===== src/rtl/weapon_bank_ctrl.sv =====
// weapon_bank_ctrl: N independent ammo channels, each with a capacity, fire rate, timed reload FSM and sticky error.
// Optional feature: define AUTO_RELOAD_EN so that a channel fired dry re-enters RELOAD with its last loaded value.
module weapon_bank_ctrl #(
    parameter int         N           = 2,
    parameter int         W           = 9,
    parameter int         MAX_DEFAULT = 500,
    parameter int         RELOAD_CYC  = 4,
    parameter logic [3:0] ATTACK_MODE = 4'b0010
) (
    input  logic           clk,
    input  logic           rst,
    input  logic [3:0]     mode_sel,
    input  logic [N-1:0]   fire,
    input  logic [N-1:0]   load,
    input  logic [N*W-1:0] load_val,
    input  logic [N-1:0]   set_max,
    input  logic [N*W-1:0] max_val,
    input  logic [N*W-1:0] rate,
    input  logic [N-1:0]   err_clr,
    output logic [N*W-1:0] ammo,
    output logic [N-1:0]   shot,
    output logic [N-1:0]   busy,
    output logic [N-1:0]   error
);
    localparam int TW = RELOAD_CYC > 1 ? $clog2(RELOAD_CYC) : 1;

    typedef enum logic [1:0] {EMPTY, READY, FIRING, RELOAD} state_t;

    logic attack;

    // Exact compare: multi-hot or any other mode blocks firing.
    assign attack = mode_sel == ATTACK_MODE;

    for (genvar g = 0; g < N; g++) begin : ch
        state_t         st, st_n;
        logic [W-1:0]   am, am_n, cap, cap_n, capt, capt_n;
        logic [W-1:0]   lv, mv, rt, ld_c, dec;
        logic [TW-1:0]  tm, tm_n;
        logic           shot_r, shot_n, busy_r, err_r, err_n;
`ifdef AUTO_RELOAD_EN
        logic [W-1:0]   last, last_n;
`endif

        assign lv   = load_val[g*W +: W];
        assign mv   = max_val[g*W +: W];
        assign rt   = rate[g*W +: W];
        assign ld_c = lv > cap ? cap : lv;
        assign dec  = rt >= am ? '0 : am - rt;

        // Next-state logic: load beats fire; a capacity write clamps the result afterwards.
        always_comb begin
            st_n   = st;
            am_n   = am;
            cap_n  = set_max[g] ? mv : cap;
            capt_n = capt;
            tm_n   = tm;
            shot_n = 1'b0;
            err_n  = err_clr[g] ? 1'b0 : err_r;
`ifdef AUTO_RELOAD_EN
            last_n = last;
`endif
            if (load[g]) begin
                st_n   = RELOAD;
                capt_n = ld_c;
                tm_n   = TW'(RELOAD_CYC - 1);
                err_n  = lv > cap ? 1'b1 : err_n;
`ifdef AUTO_RELOAD_EN
                last_n = ld_c;
`endif
            end else begin
                err_n = fire[g] && (!attack || st == EMPTY || st == RELOAD) ? 1'b1 : err_n;
                if (st == RELOAD) begin
                    tm_n = tm != '0 ? tm - 1'b1 : tm;
                    am_n = tm == '0 ? capt : am;
                    st_n = tm != '0 ? RELOAD : capt != '0 ? READY : EMPTY;
                end else if (st != EMPTY) begin
                    if (fire[g] && attack) begin
                        am_n   = dec;
                        shot_n = am != '0;
                        st_n   = dec != '0 ? FIRING : EMPTY;
`ifdef AUTO_RELOAD_EN
                        if (dec == '0 && last != '0) begin
                            st_n   = RELOAD;
                            capt_n = last;
                            tm_n   = TW'(RELOAD_CYC - 1);
                        end
`endif
                    end else begin
                        st_n = READY;
                    end
                end
            end
            if (set_max[g]) begin
                capt_n = capt_n > mv ? mv : capt_n;
`ifdef AUTO_RELOAD_EN
                last_n = last_n > mv ? mv : last_n;
`endif
                if (am_n > mv) begin
                    am_n = mv;
                    st_n = mv == '0 && st_n != RELOAD ? EMPTY : st_n;
                end
            end
        end

        // Channel state and registered outputs.
        always_ff @(posedge clk or negedge rst) begin
            if (!rst) begin
                st     <= EMPTY;
                am     <= '0;
                cap    <= W'(MAX_DEFAULT);
                capt   <= '0;
                tm     <= '0;
                shot_r <= 1'b0;
                busy_r <= 1'b0;
                err_r  <= 1'b0;
`ifdef AUTO_RELOAD_EN
                last   <= '0;
`endif
            end else begin
                st     <= st_n;
                am     <= am_n;
                cap    <= cap_n;
                capt   <= capt_n;
                tm     <= tm_n;
                shot_r <= shot_n;
                busy_r <= st_n == RELOAD;
                err_r  <= err_n;
`ifdef AUTO_RELOAD_EN
                last   <= last_n;
`endif
            end
        end

        assign ammo[g*W +: W] = am;
        assign shot[g]        = shot_r;
        assign busy[g]        = busy_r;
        assign error[g]       = err_r;
    end
endmodule


===== config.mk =====
export PLATFORM = sky130hd
export DESIGN_NAME = weapon_bank_ctrl
export DESIGN_NICKNAME = d
export VERILOG_FILES = /design/src/rtl/weapon_bank_ctrl.sv
export SDC_FILE = /design/constraint.sdc
export NUM_CORES = 1
export LEC_CHECK = 0
export ABC_AREA = 1
export CAP_MARGIN = 40
export CORE_MARGIN = 2
export CORE_UTILIZATION = 59
export CTS_CLUSTER_DIAMETER = 50
export DETAILED_ROUTE_END_ITERATION = 8
export HOLD_SLACK_MARGIN = 0.03
export PLACE_DENSITY = 0.85
export SYNTH_ARGS = -nofsm -noshare
export SYNTH_HDL_FRONTEND = slang
export SYNTH_SLANG_ARGS = --single-unit

===== constraint.sdc =====
create_clock -name clk -period 6.77 [get_ports clk]
set_input_delay 1.354 -clock clk [delete_from_list [all_inputs] [get_ports clk]]
set_output_delay 1.354 -clock clk [all_outputs]
set_load 0.005 [all_outputs]

==> report_table.html <==
<table>
<tr><th>Metric</th><th>Value</th></tr>
<tr><th colspan="2">Run status</th></tr>
<tr><td>Run status</td><td>completed</td></tr>
<tr><th colspan="2">Place</th></tr>
<tr><td>Sum of net half-perimeters after detailed placement</td><td>12.9 mm</td></tr>
<tr><td>Placement-stage worst setup slack</td><td>1860 ps</td></tr>
<tr><td>Number of port buffers</td><td>91</td></tr>
<tr><td>Gpl congestion</td><td>0.900</td></tr>
<tr><th colspan="2">Setup path</th></tr>
<tr><td>Kind of cell adding the most delay to the critical path</td><td>buffers and inverters</td></tr>
<tr><td>Largest fanout of any net on the critical path</td><td>26</td></tr>
<tr><td>Series of cell instances along the critical path</td><td>clkdlybuf4s50_1, buf_4, clkinv_1, nand2_1, o22ai_1, o21ai_1, o21ai_2, ha_1, nand2_1, o21ai_0, nand2_1, o2111ai_1, nand2_2, inv_2, nand2_1, nor2_1, o21ai_1</td></tr>
<tr><td>R2r worst-path depth</td><td>21</td></tr>
<tr><td>Most common cell type on the critical path</td><td>nand2_1</td></tr>
<tr><td>Logic depth of the worst setup path including buffers</td><td>17</td></tr>
<tr><td>Stage delay of the slowest cell on the critical path</td><td>680 ps</td></tr>
<tr><td>Data required time of the worst path</td><td>7010 ps</td></tr>
<tr><td>Endpoint kind of the worst setup timing path</td><td>flip-flop</td></tr>
<tr><td>Minimum setup slack among reg-to-reg paths</td><td>3270 ps</td></tr>
<tr><td>Buffers plus inverters on the worst setup path</td><td>4</td></tr>
<tr><td>Crit path max-delay cell type</td><td>clkinv_1</td></tr>
<tr><td>Crit Path Class</td><td>in2reg</td></tr>
<tr><td>Data arrival time of the critical path</td><td>4880 ps</td></tr>
<tr><td>CP Launch Type</td><td>primary input</td></tr>
<tr><th colspan="2">Clock network</th></tr>
<tr><td>Reg clk slew, reported paths</td><td>80 ps</td></tr>
<tr><td>Clock latency reported for the late side of the worst-skew pair</td><td>360 ps</td></tr>
<tr><td>Level count of the clock H-tree</td><td>3</td></tr>
<tr><td>Cell chosen for the clock root</td><td>clkbuf_8</td></tr>
<tr><td>Clock tree buffer depth</td><td>2</td></tr>
<tr><td>Post-CTS setup buffer count</td><td>0</td></tr>
<tr><td>TritonCTS clock tree</td><td>built</td></tr>
<tr><td>CTS-repair resized insts</td><td>0</td></tr>
<tr><td>Num CTS Buffers</td><td>9</td></tr>
<tr><td>Number of hold-repair buffers added at the cts stage</td><td>0</td></tr>
<tr><td>Clk sink count</td><td>68</td></tr>
<tr><th colspan="2">Floorplan</th></tr>
<tr><td>Vert. Die Dim</td><td>110 um</td></tr>
<tr><td>Core Region</td><td>0.0109 mm^2</td></tr>
<tr><td>Width of the die</td><td>110 um</td></tr>
<tr><td>Floorplan row count</td><td>38</td></tr>
<tr><td>Starting Density</td><td>0.608</td></tr>
<tr><td>I/O pin count</td><td>92</td></tr>
<tr><td>Die Footprint</td><td>0.0121 mm^2</td></tr>
<tr><th colspan="2">Pwr</th></tr>
<tr><td>Power after layout</td><td>0.00274 W</td></tr>
<tr><td>Leakage dissipation</td><td>3.84 nW</td></tr>
<tr><td>Peak supply drop</td><td>0.173 mV</td></tr>
<tr><td>Total power density per cell area</td><td>353 mW/mm^2</td></tr>
<tr><th colspan="2">GRT</th></tr>
<tr><td>Overflow left after global routing</td><td>0</td></tr>
<tr><td>First-pass GRT wire length</td><td>27.4 mm</td></tr>
<tr><td>Tot GR Track Use</td><td>0.286</td></tr>
<tr><td>Number of global-route vias before repair</td><td>6,062</td></tr>
<tr><td>Maximum number of pins on one net before global-route repair</td><td>67</td></tr>
<tr><td>Initial antenna violation count</td><td>0</td></tr>
<tr><th colspan="2">Timing</th></tr>
<tr><td>Final Hold Viols</td><td>0</td></tr>
<tr><td>Total count of max-transition violations in the final report</td><td>0</td></tr>
<tr><td>Worst-Margin Slew</td><td>811 ps</td></tr>
<tr><td>Post-route setup slack</td><td>2140 ps</td></tr>
<tr><td>RSZ-0062 raised after global routing</td><td>false</td></tr>
<tr><td>Relative slew margins</td><td>0.456</td></tr>
<tr><td>F_max</td><td>0.216 GHz</td></tr>
<tr><td>Final setup viols</td><td>0</td></tr>
<tr><td>Final worst path period share</td><td>0.684</td></tr>
<tr><td>Setup TNS</td><td>0 ps</td></tr>
<tr><td>Final critical delay including setup and external delays</td><td>4630 ps</td></tr>
<tr><td>Worst Skew</td><td>14.0 ps</td></tr>
<tr><th colspan="2">Logic synthesis</th></tr>
<tr><td>Post-synthesis sequential area ratio</td><td>0.259</td></tr>
<tr><td>Average cell area after synthesis</td><td>6.86 um^2</td></tr>
<tr><td>Count of flip-flops with a built-in enable after synthesis</td><td>0</td></tr>
<tr><td>Top_reg_cell synth</td><td>dfrtp_1</td></tr>
<tr><td>Net count after synthesis</td><td>1,108</td></tr>
<tr><td>Count of different cell masters after synthesis</td><td>50</td></tr>
<tr><td>Mapped cell area</td><td>0.00662 mm^2</td></tr>
<tr><td>Number of synthesized register bits</td><td>68</td></tr>
<tr><td>FFs w/ async S/R, synth</td><td>1.00</td></tr>
<tr><td>Synth Instances</td><td>964</td></tr>
<tr><td>Yosys warning count</td><td>0</td></tr>
<tr><th colspan="2">Route</th></tr>
<tr><td>Initial detailed-routing violation count</td><td>421</td></tr>
<tr><td>Ratio of routed vias to standard cells</td><td>5.50</td></tr>
<tr><td>DRT Pass-1 Iters</td><td>6</td></tr>
<tr><td>Drt drc</td><td>0</td></tr>
<tr><td>DRT Wirelength</td><td>16.6 mm</td></tr>
<tr><td>Routed length per instance</td><td>14.0 um</td></tr>
<tr><td>Total number of vias</td><td>6,528</td></tr>
<tr><td>Count of nets left with antenna violations after detail routing</td><td>0</td></tr>
<tr><th colspan="2">Layout</th></tr>
<tr><td>Number of nets in the layout</td><td>1,185</td></tr>
<tr><td>Layout cell share with drive strength beyond 1</td><td>0.0937</td></tr>
<tr><td>Most common cell after layout, fill and taps aside</td><td>nand2_1</td></tr>
<tr><td>Post-synthesis to final-layout area growth</td><td>17.1%</td></tr>
<tr><td>Most used cells in the layout excluding fill and tap cells</td><td>253 x nand2_1, 129 x inv_1, 90 x clkdlybuf4s50_1, 82 x a21oi_1, 74 x ha_1</td></tr>
<tr><td>Final design utilization</td><td>0.712</td></tr>
<tr><td>Diode insertion count for antenna repair</td><td>0</td></tr>
<tr><th colspan="2">Flow run</th></tr>
<tr><td>Count of maximum capacitance violations</td><td>0</td></tr>
<tr><th colspan="2">Min path</th></tr>
<tr><td>Hold Crit Class</td><td>reg2reg</td></tr>
<tr><td>Count of cells along the worst hold path</td><td>2</td></tr>
</table>
where the power goes:
group / switching, W / leakage, nW / internal (W)
clock network: 0.000164 / 0.0938 / 0.000181
logic: 0.00104 / 2.96 / 0.000686
registers: 0.000134 / 0.785 / 0.000533
cell usage after synthesis (all sizes together), types with 2 or more instances:
cell type	instances	share of area
a21boi	2	0.0023
a21oi	85	0.066
buf	17	0.019
clkbuf	12	0.0098
clkinv	4	0.0026
dfrtp	56	0.21
dfstp	12	0.048
fa	2	0.0061
ha	74	0.14
inv	134	0.076
nand2	274	0.17
nand3	53	0.045
nand3b	6	0.0068
nand4	9	0.0085
nor2	59	0.039
nor3	11	0.013
nor4	10	0.0095
o21a	5	0.0057
o21ai	114	0.096
o21bai	2	0.0028
o221ai	2	0.0026
o22ai	6	0.0057
or2	2	0.0019
xor2	4	0.0053
through the flow:
stage / hold slack (ps) / instances / cell area, um^2
floorplan: 470 / 964 / 6620
global placement: 484 / 1169 / 7530
detailed placement: 491 / 1170 / 7550
CTS: 503 / 1186 / 7750
global route: 523 / 1186 / 7750
finish: 501 / 1186 / 7750
cells by family (layout without fill, tap and decap cells):
family	Yosys count	count (layout)	share of synthesized area
AOI/OAI and AO/OA	224	224	0.191
xor gates and xnor gates	4	4	0.00529
adders and majority gates	76	76	0.146
buffers and inverters	167	249	0.108
DFF	68	68	0.259
and+or+nand+nor	425	425	0.291
path summary, 6_finish.rpt:
path | start | endpoint
worst max-delay path | load[0] | ch[0].st[1]
worst min-delay path | ch[0].cap[2] | ch[0].cap[2]
worst max register to register | ch[0].am[0] | ch[0].st[1]
worst min register to register | ch[0].cap[2] | ch[0].cap[2]
max in group asynchronous | rst | ch[0].cap[5]
min in group asynchronous | rst | ch[1].cap[6]
layout make-up:
class | count | area (um^2)
timing repair buffer | 95 | 956
multi-input combinational | 729 | 4190
inverter | 138 | 520
tap | 140 | 175
sequential | 68 | 1720
clock buffer | 13 | 149
fill | 926 | 3140
clock inverter | 3 | 46.3
routing by layer:
metal	wire length (um)	vias to the layer above	GRT usage
met3	1230	24	0.0445
met5	0	-	0
met2	7190	221	0.439
met1	7890	2931	0.409
li1	-	3352	-
met4	241	0	0.0967
flip-flops by register name, indices dropped and copies added, names as in the netlist:
| register | cells |
|---|---|
| ch.am | 18 |
| ch.busy_r | 2 |
| ch.cap | 18 |
| ch.capt | 18 |
| ch.err_r | 2 |
| ch.shot_r | 2 |
| ch.st | 4 |
| ch.tm | 4 |
worst min-delay path: cells and delay by family, from the launching register on:
family | cells | cell delay [ps]
buffers and inverters | 1 | 60
flip-flops | 1 | 370
AO/OA/AOI/OAI | 1 | 70
(Power assumes the default switching activity.)
